$ cat src/rtl/diffuse_rand_gen.sv
// Random (r1, r2) operand pair source for shade_diffuse.
// Two xorshift32 generators feed a counted burst FSM with -1.0 rejection.
module diffuse_rand_gen #(
    parameter logic [31:0] SEED_R1 = 32'h1234_5678,
    parameter logic [31:0] SEED_R2 = 32'h9E37_79B9
) (
    input  logic        clk,
    input  logic        rst,
    input  logic        seed_vld,
    input  logic [31:0] seed_r1,
    input  logic [31:0] seed_r2,
    input  logic        start,
    input  logic [15:0] count,
    output logic        busy,
    output logic        done,
    output logic        op_vld,
    output logic [15:0] r1,
    output logic [15:0] r2
);

    typedef enum logic {
        IDLE = 1'b0,
        RUN  = 1'b1
    } state_t;

    state_t state;
    state_t state_nxt;

    logic [31:0] s1;
    logic [31:0] s2;
    logic [31:0] s1_nxt;
    logic [31:0] s2_nxt;
    logic [31:0] seed_sel1;
    logic [31:0] seed_sel2;
    logic [15:0] remaining;
    logic [15:0] rem_nxt;
    logic [15:0] r1_nxt;
    logic [15:0] r2_nxt;
    logic        op_vld_nxt;
    logic        done_nxt;
    logic        acc;
    logic        last;
    logic        go;

    function automatic logic [31:0] xs_step(input logic [31:0] x);
        logic [31:0] y;
        y = x ^ (x << 13);
        y = y ^ (y >> 17);
        y = y ^ (y << 5);
        return y;
    endfunction

    function automatic logic [15:0] cand(input logic [31:0] x);
        return {{2{x[13]}}, x[13:0]};
    endfunction

    // A zero state would lock xorshift at zero forever, so fall back to the seed.
    assign seed_sel1 = (seed_r1 == 32'd0) ? SEED_R1 : seed_r1;
    assign seed_sel2 = (seed_r2 == 32'd0) ? SEED_R2 : seed_r2;

    assign acc  = (s1[13:0] != 14'h2000) && (s2[13:0] != 14'h2000);
    assign last = acc && (remaining == 16'd1);
    assign go   = start && (count != 16'd0);

    always_ff @(posedge clk) begin
        if (rst) begin
            state <= IDLE;
        end else begin
            state <= state_nxt;
        end
    end

    always_comb begin
        state_nxt = state;
        unique case (state)
            IDLE: begin
                if (go) begin
                    state_nxt = RUN;
                end
            end
            RUN: begin
                if (last) begin
                    state_nxt = IDLE;
                end
            end
        endcase
    end

    always_comb begin
        busy       = (state == RUN);
        s1_nxt     = s1;
        s2_nxt     = s2;
        rem_nxt    = remaining;
        r1_nxt     = r1;
        r2_nxt     = r2;
        op_vld_nxt = 1'b0;
        done_nxt   = 1'b0;
        unique case (state)
            IDLE: begin
                if (seed_vld) begin
                    s1_nxt = seed_sel1;
                    s2_nxt = seed_sel2;
                end
                if (start) begin
                    rem_nxt  = count;
                    done_nxt = (count == 16'd0);
                end
            end
            RUN: begin
                s1_nxt = xs_step(s1);
                s2_nxt = xs_step(s2);
                if (acc) begin
                    op_vld_nxt = 1'b1;
                    r1_nxt     = cand(s1);
                    r2_nxt     = cand(s2);
                    rem_nxt    = remaining - 16'd1;
                    done_nxt   = last;
                end
            end
        endcase
    end

    always_ff @(posedge clk) begin
        if (rst) begin
            s1        <= SEED_R1;
            s2        <= SEED_R2;
            remaining <= 16'd0;
            op_vld    <= 1'b0;
            done      <= 1'b0;
            r1        <= 16'd0;
            r2        <= 16'd0;
        end else begin
            s1        <= s1_nxt;
            s2        <= s2_nxt;
            remaining <= rem_nxt;
            op_vld    <= op_vld_nxt;
            done      <= done_nxt;
            r1        <= r1_nxt;
            r2        <= r2_nxt;
        end
    end

endmodule

$ cat config.mk
export PLATFORM = sky130hd
export DESIGN_NAME = diffuse_rand_gen
export DESIGN_NICKNAME = d
export VERILOG_FILES = /design/src/rtl/diffuse_rand_gen.sv
export SDC_FILE = /design/constraint.sdc
export NUM_CORES = 1
export LEC_CHECK = 0
export CORE_MARGIN = 5
export CORE_UTILIZATION = 48
export CTS_CLUSTER_SIZE = 12
export DETAILED_ROUTE_END_ITERATION = 10
export GPL_TIMING_DRIVEN = 0
export PLACE_DENSITY = 0.77
export SLEW_MARGIN = 10
export SYNTH_ARGS = -nofsm -noshare
export SYNTH_HDL_FRONTEND = slang
export SYNTH_SLANG_ARGS = --single-unit
$ cat constraint.sdc
create_clock -name clk -period 2.15 [get_ports clk]
set_clock_uncertainty 0.1 [all_clocks]
set_input_delay 0.43 -clock clk [delete_from_list [all_inputs] [get_ports clk]]
set_output_delay 0.43 -clock clk [all_outputs]
set_load 0.01 [all_outputs]
Word-level counts from Yosys, hierarchy flattened

Cells that the tools add are included.

Flip-flop bits (word level): 111
Bits of input ports: 84
Output and inout bits: 35
Logic and storage cells: 48

$add $sub $neg: 1
Equal/unequal tests: 6
Multiplexer cells: 16
Bitwise gates (word level): 7
Reductions and logical operators: 10

Operator list:

| kind                    | count |
|---|---|
| $mux W32                | 4 |
| $pmux W32 S2            | 2 |
| $xor A32 B32 Y32        | 4 |
| $logic_not A32 Y1       | 2 |
| $xor A32 B15 Y32        | 2 |
| $mux W16                | 2 |
| $pmux W16 S2            | 1 |
| $ne A14 B14 Y1 const B  | 2 |
| $eq A16 B1 Y1 const B   | 1 |
| $logic_not A16 Y1       | 1 |
| $reduce_bool A16 Y1     | 1 |
| $sub A16 B1 Y16 const B | 1 |
| $mux W1                 | 5 |
| $ne A2 B2 Y1 const B    | 2 |
| $pmux W1 S2             | 2 |
| $reduce_and A2 Y1       | 2 |
| $logic_and A1 B1 Y1     | 3 |
| $ne A2 B1 Y1 const B    | 1 |
| $reduce_or A2 Y1        | 1 |
| $not A1 Y1              | 1 |

Logic depth before layout (Yosys ltp)

Gate-level depths: netlist (run 1).

Depth in word-level cells: 5
Mapped depth: 8
Depth with buffers taken out: 7

Worst setup path before layout (run 1)

Ideal clock, no wire load.

Path kind: register -> register
From: reg remaining[0]
To: reg remaining[6]
Arrival: 1.789 ns
Data required time: 1.930 ns
Path slack: 0.142 ns
Stages on the path, launching flop included: 8
Buffers on the path: 0
Path through: dfxtp_1 inv_1 ha_1 or3b_2 or3_1 nor4_1 a21oi_1 o31a_1

Cells in the longest elaborated chain, start to end: 3

Ends and longest elaborated chain:

| what                   | RTL line | source |
|---|---|---|
| start, declared        | 35       | `logic [15:0] remaining;` |
| start signal, assigned | 135      | `remaining <= rem_nxt;` |
| $sub A16 B1 Y16        | 116      | `rem_nxt = remaining - 16'd1;` |
| $mux W16               | 112      | `if (acc) begin` |
| $pmux W16 S2           | 98       | `unique case (state)` |

Every way passes these cells. The select of a mux whose other input is x is not followed.
A chain may end at the register's enable or synchronous reset.

Final worst setup path (run 1)

From: in seed_vld
To: reg s2[25]

Cells in the longest elaborated chain, start to end: 1

Ends and longest elaborated chain:

| what                   | RTL line | source |
|---|---|---|
| start, declared        | 9        | `input logic seed_vld,` |
| $ne A2 B2 Y1 (no line) | -        |  |
| end signal, assigned   | 134      | `s2 <= s2_nxt;` |
| end, declared          | 30       | `logic [31:0] s2;` |

Every way passes these cells.

==> impl_results.md, run 1 <==
- Synthesized net count: 898
- Fillers: 1,164
- Total GRT Usage: approximately 28%
- Max incr delay on CP: about 0.57 ns
- FF-to-FF Start: remaining[8]$_SDFFE_PP0P_
- Final period util: a little over nine tenths
- Max Cap Viol: 0
- Worst relative slew slack: 54.57%
- Netlist Area Pre-Place: 0.006445 mm²
- Yosys warns: 0
- M1 WL: between 9000 and 10,000 µm
- Placed Area: 0.007836 mm²
- # rows: 42
- Max Used Layer: met4
- Synth Register Bits: 111
- Top FF cell, synth: dfxtp_1
- Die width: 125.9 µm
- Final instance area: 0.008307 mm²
- GP Congestion: about 0.93
- CTS buffer count: 9
- Syn_area_per_cell: 7.937 µm²
- DR vias: just under 7k
- Die Area: ~0.016 mm²
- # clock sinks: 111
- Sequential share of the synthesized area: about 34%
- Fin Setup TNS: 0 ns
- Layout cell share with drive strength beyond 1: about an eighth
- Highest-delay cell along the critical path: clkdlybuf4s50_1
- Clk buf depth: 2
- Iteration-0 DRC count of the detailed router: 806
- Vias in the first global route: 6,495
- I/O pins: 119
- FF+latch area: 0.002242 mm²
- Vias/cell: 6.140
- CP max FO: 10
- Mapped Cells: 812
- Setup CP Type: in -> reg
- Area taken by multi-input logic gates: 0.004023 mm²
- Lkg Pwr: 3.004 nW
- Leading cell type in the layout, fill and taps excluded: clkdlybuf4s50_1
- Reg-to-Reg End: busy$_SDFF_PP0_
- DR WL met3: 2373 µm
- First-pass DRT Iterations: 6
- Fmax: 478.7 MHz
- VDD IR max: 426.9 µV
- Wirelength per Cell: 20.35 µm
- CP cell instances: clkdlybuf4s50_1 -> nor2b_1 -> clkbuf_1 -> clkbuf_1 -> o21ai_0 -> nand4_1
- H-Tree Depth: 3
- Final Hold Viols: 0
- CP Launch Point: seed_vld
- Tmin final: 2.089 ns
- Worst Path Required: 2.35 ns
- Hpwl dp: 16,510 µm
- RSZ-0062 raised after global routing: yes
- Clk slew on worst S/H paths: 0.08 ns
- Antenna cells: 0
- CP most frequent cell: clkbuf_1
- # hold bufs at CTS: 0
- P&R area growth vs syn: 28.89%
- Tightest Pin Transition: 0.6766 ns
- CP arrival: 2.29 ns
- R2R setup slack: 0.10 ns
- Ys async rst share: 0%
- IO buf count: around 120
- Worst Hold Class: reg -> reg
- Worst-skew pair later-pin latency: approximately 0.36 ns
- DRC: 0
- Kind of end point of the critical path: flop
- Initial antenna violation count: 0
- Starting Density: 48.86%
- CP Capture Point: s2[25]$_SDFFE_PP1P_
- Final worst slack: 0.06121 ns
- Total wire length: ~23,000 µm
- CTS Root Cell: clkbuf_16
- Core ar.: 0.01319 mm²
- Nets@finish: 1,015
- Setup WS pre-CTS: -0.8811 ns
- ANT nets after route: 0
- Number of cells on the worst reg-to-reg path: 5
- Crit start category: input port
- Met2 WL: 10,100 µm
- Commonest non-fill, non-tap cells in the layout: 117 x clkdlybuf4s50_1, 103 x nand2_1, 95 x dfxtp_1
- Die Span Y: 125.9 µm
- Status: completed
- Slew Viols, Final: 0
- Total grt overflow: 0
- Maximum number of pins on one net before global-route repair: 20
- CTS tree: done
- Count of flip-flops with a built-in enable after synthesis: 0
- WHS Path Cells: 2
- Synth unique cells: 56
- Power, Total: 7.343 mW
- Final core utilization: 62.98%
- Cell area power density: 884.0 mW/mm²
- First-pass GRT wire length: 34,780 µm
- Setup violators final: 0
[final cells by class]
cell class                 instances  area share, %
multi-input combinational        617          48.43
sequential                       111          26.99
timing repair buffer             122          14.55
buffer                            61          3.690
clock buffer                       9          2.711
tap                              176          2.651
clock inverter                     7         0.6628
inverter                           7         0.3163
[through the flow]
| stage | hold slack, ns | std cells |
|---|---|---|
| 3_3_place_gp | 0.3435 | 1105 |
| 5_1_grt | 0.3705 | 1110 |
| 3_5_place_dp | 0.3466 | 1105 |
| 6_report | 0.3543 | 1110 |
| 4_1_cts | 0.3564 | 1120 |
| 2_1_floorplan | 0.3630 | 812 |
[cells by family (layout without fill, tap and decap cells)]
group / count (synthesis) / after routing / share of synthesized area [%]
DFF: 111 / 111 / 34.48
AOI/OAI and AO/OA: 205 / 205 / 20.15
adders and majority gates: 2 / 2 / 0.3882
and+or+nand+nor: 292 / 292 / 22.35
muxes: 4 / 4 / 0.6213
xor gates and xnor gates: 114 / 114 / 16.56
buffers and inverters: 84 / 206 / 5.455
[layer usage]
layer	track usage [%]	vias to the layer above
li1	-	3118
met4	13.63	0
met1	36.78	3168
met3	6.224	84
met5	0	-
met2	42.01	445
[synth_stat cells, types with 2 or more instances]
library cell    n  share of area (%)
nand3b_1        4               0.47
a21oi_1        61                4.7
or3_2           3               0.35
nor3_1         23                1.8
buf_1           6               0.35
or3_1           4               0.39
a21o_1          8               0.93
mux2i_1         4               0.62
nand4_1        13                1.3
xor2_1         27                3.7
inv_1           7               0.41
nand3_1        14                1.1
o21bai_1        3               0.35
a31oi_1         6               0.58
a311oi_1        2               0.27
xnor3_1         5                1.7
o22ai_1        11                1.1
or4_1           4               0.47
a31o_2          2               0.27
xnor2_1        82                 11
buf_4           6               0.70
a221oi_1       14                1.9
or2_2           5               0.49
nor2_1         49                2.9
o211ai_1        6               0.70
o21a_1          3               0.35
nor4b_1         2               0.27
clkbuf_1       54                3.1
nand2_1       103                6.0
o311ai_0        3               0.41
o21ai_0        46                3.6
and3_1          6               0.58
ha_1            2               0.39
o31a_1          2               0.27
nand2b_1        6               0.58
nor2b_1        12                1.2
buf_2          10               0.78
a211oi_1       26                3.0
dfxtp_1       111                 34
nor4_1         37                3.6
a211o_1         4               0.54
and4_1          2               0.27
[worst max-delay path, delay by kind of cell]
family / cells / cell delay (ns)
AOI/OAI and AO/OA: 1 / 0.23
buffers and inverters: 3 / 1.34
and+or+nand+nor: 2 / 0.28
[state kept, by name, indices dropped and copies added, names as in the netlist]
register   flops
r2            14
op_vld         1
s1            32
s2            32
r1            14
busy           1
done           1
remaining     16
[worst min path at each step]
stage	startpoint	slack, ns	endpoint
after global placement	r1[8]$_SDFFE_PP0P_	0.34	r1[8]$_SDFFE_PP0P_
after global routing	r1[8]$_SDFFE_PP0P_	0.37	r1[8]$_SDFFE_PP0P_
after CTS	r1[7]$_SDFFE_PP0P_	0.36	r1[7]$_SDFFE_PP0P_
final	r1[7]$_SDFFE_PP0P_	0.35	r1[7]$_SDFFE_PP0P_
after detailed placement	r1[7]$_SDFFE_PP0P_	0.35	r1[7]$_SDFFE_PP0P_
after floorplan	s2[31]$_SDFFE_PP1P_	0.36	s2[31]$_SDFFE_PP1P_
[where the power goes]
| part | internal (mW) | switching (mW) |
|---|---|---|
| Clock | 0.803 | 0.841 |
| Sequential | 2.35 | 0.400 |
| Combinational | 1.43 | 1.53 |
[timing repair]
| item | in CTS | in global routing |
|---|---|---|
| buffers inserted | 3 | 2 |
| resized for setup | 23 | 61 |
| gates cloned | 0 | 0 |
| pin swaps | 4 | 4 |
| endpoints found under the setup margin | 87 | 85 |
No activity file was read; power rests on OpenSTA's default activity.
==> run 2, diff against run 1 <==
--- a/config.mk
+++ b/config.mk
@@ -10,7 +10,7 @@
 export CTS_CLUSTER_SIZE = 12
 export DETAILED_ROUTE_END_ITERATION = 10
 export GPL_TIMING_DRIVEN = 0
-export PLACE_DENSITY = 0.77
+export PLACE_DENSITY = 0.85
 export SLEW_MARGIN = 10
 export SYNTH_ARGS = -nofsm -noshare
 export SYNTH_HDL_FRONTEND = slang
==> impl_results.md, run 2 (synthesis gave the netlist of run 1 again) <==
- Status: completed
- DR vias: 6,923 (+1.6%)
- WHS Path Cells: 2 (unchanged)
- First-pass DRT Iterations: 8 (+2)
- Die width: 125.9 µm (unchanged)
- Maximum number of pins on one net before global-route repair: 20 (unchanged)
- Final Hold Viols: 0 (unchanged)
- Commonest non-fill, non-tap cells in the layout: 117 x clkdlybuf4s50_1, 106 x dfxtp_1, 103 x nand2_1
- Vias in the first global route: 6,608 (+1.7%)
- Iteration-0 DRC count of the detailed router: 854 (+6.0%)
- Kind of end point of the critical path: flop
- Hold_ws: 0.3556 ns (+0.001367 ns)
- Layout cell share with drive strength beyond 1: 9.861% (-1.8 points)
- Highest-delay cell along the critical path: or3b_4
- Clk buf depth: 2 (unchanged)
- Max incr delay on CP: 0.42 ns (-0.15 ns)
- Hold_sp: r1[10]$_SDFFE_PP0P_
- Antenna cells: 0 (unchanged)
- Crit start category: flop
- Final core utilization: 62.86% (-0.11 points)
- CTS Root Cell: clkbuf_16
- Initial antenna violation count: 0 (unchanged)
- Hold EP: r1[10]$_SDFFE_PP0P_
- Number of cells on the worst reg-to-reg path: 7 (+2)
- Total wire length: 22,720 µm (+0.55%)
- Worst Path Required: 2.31 ns (-0.04 ns)
- Worst-skew pair later-pin latency: 0.37 ns (about the same)
- IO buf count: 117 (unchanged)
- Worst Hold Class: reg -> reg
- Max Cap Viol: 0 (unchanged)
- Tightest Pin Transition: 0.6765 ns (-0.0001341 ns)
- CTS tree: done
- Cell family with most CP delay: simple AND/OR/NAND/NOR gates
- Die Span Y: 125.9 µm (unchanged)
- Die Area: 0.01584 mm² (unchanged)
- Reg-to-Reg End: remaining[6]$_SDFFE_PP0P_
- Wirelength per Cell: 20.48 µm (+0.64%)
- GP Congestion: 0.9662 (+3.4%)
- Lkg Pwr: 3.008 nW (+0.13%)
- # rows: 42 (unchanged)
- FF-to-FF Start: remaining[0]$_SDFFE_PP0P_
- ANT nets after route: 0 (unchanged)
- Hpwl dp: 16,500 µm (about the same)
- Setup CP Type: reg -> reg
- P&R area growth vs syn: 28.65%
- Cell area power density: 912.6 mW/mm² (+3.2%)
- Clk slew on worst S/H paths: 0.07 ns (about the same)
- Setup violators final: 0 (unchanged)
- Vias/cell: 6.243 (+1.7%)
- Biggest regs: s1 x32, s2 x32, remaining x16
- Tmin final: 2.103 ns (+0.01432 ns)
- VDD IR max: 446.5 µV (+4.6%)
- CP arrival: 2.26 ns (-0.03 ns)
- Total grt overflow: 0 (unchanged)
- # clock sinks: 111 (unchanged)
- Slew Viols, Final: 0 (unchanged)
- Core ar.: 0.01319 mm² (unchanged)
- Nets@finish: 1,014 (-0.099%)
- Worst relative slew slack: 54.90% (+0.33 points)
- H-Tree Depth: 3 (unchanged)
- CTS buffer count: 9 (unchanged)
- Starting Density: 48.86% (unchanged)
- WP buf/inv: 1 (-2)
- I/O pins: 119 (unchanged)
- R2R setup slack: 0.05 ns (-0.05 ns)
- First-pass GRT wire length: 35,090 µm (+0.87%)
- Fmax: 475.5 MHz (-0.68%)
- CP max FO: 6 (-4)
- Total GRT Usage: 27.78% (+0.25 points)
- CP cell instances: inv_1 -> ha_4 -> or3b_4 -> or3_1 -> nor4_1 -> a21oi_1 -> o31a_1
- Leading cell type in the layout, fill and taps excluded: clkdlybuf4s50_1
- Final period util: 97.82% (+0.67 points)
- DRC: 0 (unchanged)
- # hold bufs at CTS: 0 (unchanged)
[run 2: cell count changes in the layout (fill, tap and decap cells not counted), sizes merged]
cell	change
buf	+3
bufinv	+2
clkbuf	-4
clkinv	-2
[run 2: final cells by class]
type | count | area [µm²]
fillers | 1090 | 4898
inverters | 7 | 26.28
clock inverters | 7 | 102.6
repair buffers | 121 | 1201
multi-input cells | 617 | 3989
clock buffers | 9 | 225.2
flip-flops and latches | 111 | 2228
well taps | 176 | 220.2
plain buffers | 61 | 299.0
[run 2: metrics by stage]
stage	instances	setup TNS, ns	instance area (µm²)	power, mW	setup slack [ns]
2_1_floorplan	812	0	6445	4.740	0.1416
3_3_place_gp	1105	-30.61	7836	5.502	-0.8048
3_5_place_dp	1105	-31.98	7836	5.565	-0.8298
4_1_cts	1116	0	8205	7.449	0.001176
5_1_grt	1109	-0.08529	8292	7.878	-0.03954
6_report	1109	0	8292	7.567	0.04689
[run 2: worst max path at each step]
| stage | start | depth (start not counted) | end | slack (ns) |
|---|---|---|---|---|
| floorplan | remaining[0]$_SDFFE_PP0P_ | 7 | remaining[6]$_SDFFE_PP0P_ | 0.14 |
| global placement | seed_vld | 6 | s2[15]$_SDFFE_PP0P_ | -0.80 |
| detailed placement | seed_vld | 6 | s2[15]$_SDFFE_PP0P_ | -0.83 |
| CTS | s2[7]$_SDFFE_PP1P_ | 8 | r2[8]$_SDFFE_PP0P_ | 0.001 |
| global route | seed_r2[29] | 8 | s2[17]$_SDFFE_PP1P_ | -0.04 |
| finish | remaining[0]$_SDFFE_PP0P_ | 7 | remaining[6]$_SDFFE_PP0P_ | 0.05 |
[run 2: routing by layer]
layer	GRT usage (%)	routed length, µm
met5	0	0
met1	35.62	8824
met4	15.27	1236
met3	5.673	2395
met2	43.90	10260
[run 2: worst register-to-register path, stage by stage, from the launching register on]
cell	delay, ns
dfxtp_2	0.35
inv_1	0.11
ha_4	0.15
or3b_4	0.42
or3_1	0.33
nor4_1	0.30
a21oi_1	0.13
o31a_1	0.11
[run 2: power by group]
| part | internal (mW) | switching [mW] |
|---|---|---|
| clock network | 1.04 | 0.857 |
| registers | 2.34 | 0.400 |
| logic | 1.42 | 1.51 |
[run 2: timing repair]
action,4_1_cts,5_1_grt
setup endpoints to repair,79,85
resized for setup,20,46
cloned,0,0
buffers inserted,2,2
pin swaps,5,5
==> patch: new RTL, settings of run 1 <==
Put one more register stage on the output `r1`, with the module's reset. The value now appears one clock later. The other outputs are not delayed to match.
--- a/src/rtl/diffuse_rand_gen.sv
+++ b/src/rtl/diffuse_rand_gen.sv
@@ -23,4 +23,6 @@
         RUN  = 1'b1
     } state_t;
+
+    logic [15:0] r1_s0;
 
     state_t state;
@@ -92,5 +94,5 @@
         s2_nxt     = s2;
         rem_nxt    = remaining;
-        r1_nxt     = r1;
+        r1_nxt     = r1_s0;
         r2_nxt     = r2;
         op_vld_nxt = 1'b0;
@@ -128,5 +130,5 @@
             op_vld    <= 1'b0;
             done      <= 1'b0;
-            r1        <= 16'd0;
+            r1_s0     <= 16'd0;
             r2        <= 16'd0;
         end else begin
@@ -136,6 +138,14 @@
             op_vld    <= op_vld_nxt;
             done      <= done_nxt;
-            r1        <= r1_nxt;
+            r1_s0     <= r1_nxt;
             r2        <= r2_nxt;
+        end
+    end
+
+    always_ff @(posedge clk) begin
+        if (rst) begin
+            r1 <= '0;
+        end else begin
+            r1 <= r1_s0;
         end
     end
Formal check against the unedited RTL: not equivalent (a bounded check fails within 4 cycles, from zero or initial values and one cycle with rst high).
==> patch against run 1 <==
Wire length grew 7.2%; design area rose by 10%; setup slack improved by 17 ps; power is 27% higher; fmax rose by 0.84%; synthesized area grew 7.2%; via count rose by 3.4%; sequential cell count up 14; synthesized cell count increased by 1.4%; largest cell class unchanged.
==> patch: results (changes against run 1) <==
- Buffers on Ports: 115 (-1.7%)
- Via count: 7,049 (+3.4%)
- Hold Crit Start: rst
- Unique masters post-synth: 58 (+3.6%)
- Status: complete, no violations
- Avg Synthesized Cell Area: 8.40 µm² (+5.8%)
- Hold EP: r1[3]
- Worst VDD drop: 640 µV (+50%)
- Layout cell share with drive strength beyond 1: 0.114 (-0.00259)
- Most common library cells after synthesis: 125 x dfxtp_1, 77 x xnor2_1, 75 x nor2_1
- Worst R2R Setup Slack: 80 ps (-20 ps)
- Crit path DAT: 2320 ps (+30 ps)
- Worst min path class: in2reg
- Comb power frac: 0.332 (-0.070)
- Mux contribution to synthesized area: 0.0299 (+0.0237)
- Gpl congestion: 0.973 (+4.1%)
- Adder-Cell Fraction of Synth Area: 0.00362 (-0.000262)
- Largest net degree at the start of global routing: 17 (-15%)
- GRT Total Usage: 0.287 (+0.0114)
- Largest registers: s1: 32 flops, s2: 32 flops, remaining: 16 flops
- Sw Pwr: 3.11 mW (+12%)
- Critical path origin: busy
- Nets@finish: 1,037 (+2.2%)
- Multi-input logic area: 4200 µm² (+4.3%)
- Detailed placement HPWL: 17.2 mm (+3.9%)
- Final wirelength: 24.2 mm (+7.2%)
- CTS buffer count: 17 (+8)
- Total Power: 9.33 mW (+27%)
- Post-synthesis sequential area ratio: 0.362 (+0.0173)
- Synth area leaders: dfxtp_1 36%, xnor2_1 9.8%, xor2_1 5.2%
- Initial antenna violation count: 0 (unchanged)
- Vias in the first global route: 6,782 (+4.4%)
- Xor-xnor portion of the synthesized cell area: 0.163 (-0.00301)
- Syn Nets: 909 (+1.2%)
- Placed cells: 1,118 (+1.2%)
- Clock Pin Slew Worst Setup and Hold Paths: 60 ps (-20 ps)
- Crit path capture: s1[26]
- DP Worst Slack: -793 ps (+88.1 ps)
- Max Fclk: 483 MHz (+0.84%)
- Iter 0 DRT Violations: 857 (+6.3%)
- Clock net power: 3.19 mW (+95%)
- First-pass GRT wire length: 37.0 mm (+6.3%)
- Vias per inst: 6.16 (+0.36%)
- Min Hold Slack: 356 ps (+1.27 ps)
- Placed cell area: 8290 µm² (+5.7%)
- Leak: 3.48 nW (+16%)
- Clk root buf: clkbuf_16
- Filler cells: 1,191 (+2.3%)
- CTS H-Tree Depth: 4 (+1)
==> patch: worst max-delay path, stage by stage (launching register included) <==
cell and delay, ps:
dfxtp_1 410, inv_1 140, nand2_1 320, clkbuf_1 570
o21ai_0 210, nor3_1 220
==> patch: layout make-up <==
type / count / share of cell area
multi-input cells: 612 / 0.458
plain buffers: 59 / 0.0305
repair buffers: 128 / 0.138
well taps: 180 / 0.0246
inverters: 8 / 0.00328
flip-flops and latches: 125 / 0.274
clock inverters: 11 / 0.0206
clock buffers: 21 / 0.0503
==> patch: per-layer routing <==
| layer | vias up | global-route usage | routed length [µm] |
|---|---|---|---|
| met5 | - | 0 | 0 |
| met4 | 0 | 0.131 | 1110 |
| met3 | 103 | 0.0839 | 2890 |
| met2 | 467 | 0.436 | 10600 |
| met1 | 3284 | 0.377 | 9640 |
| li1 | 3195 | - | - |
==> patch: repair_timing <==
item / 4_1_cts / 5_1_grt
buffers inserted: 8 / 5
setup endpoints to repair: 90 / 78
pin swaps: 4 / 8
gates resized for setup: 24 / 32
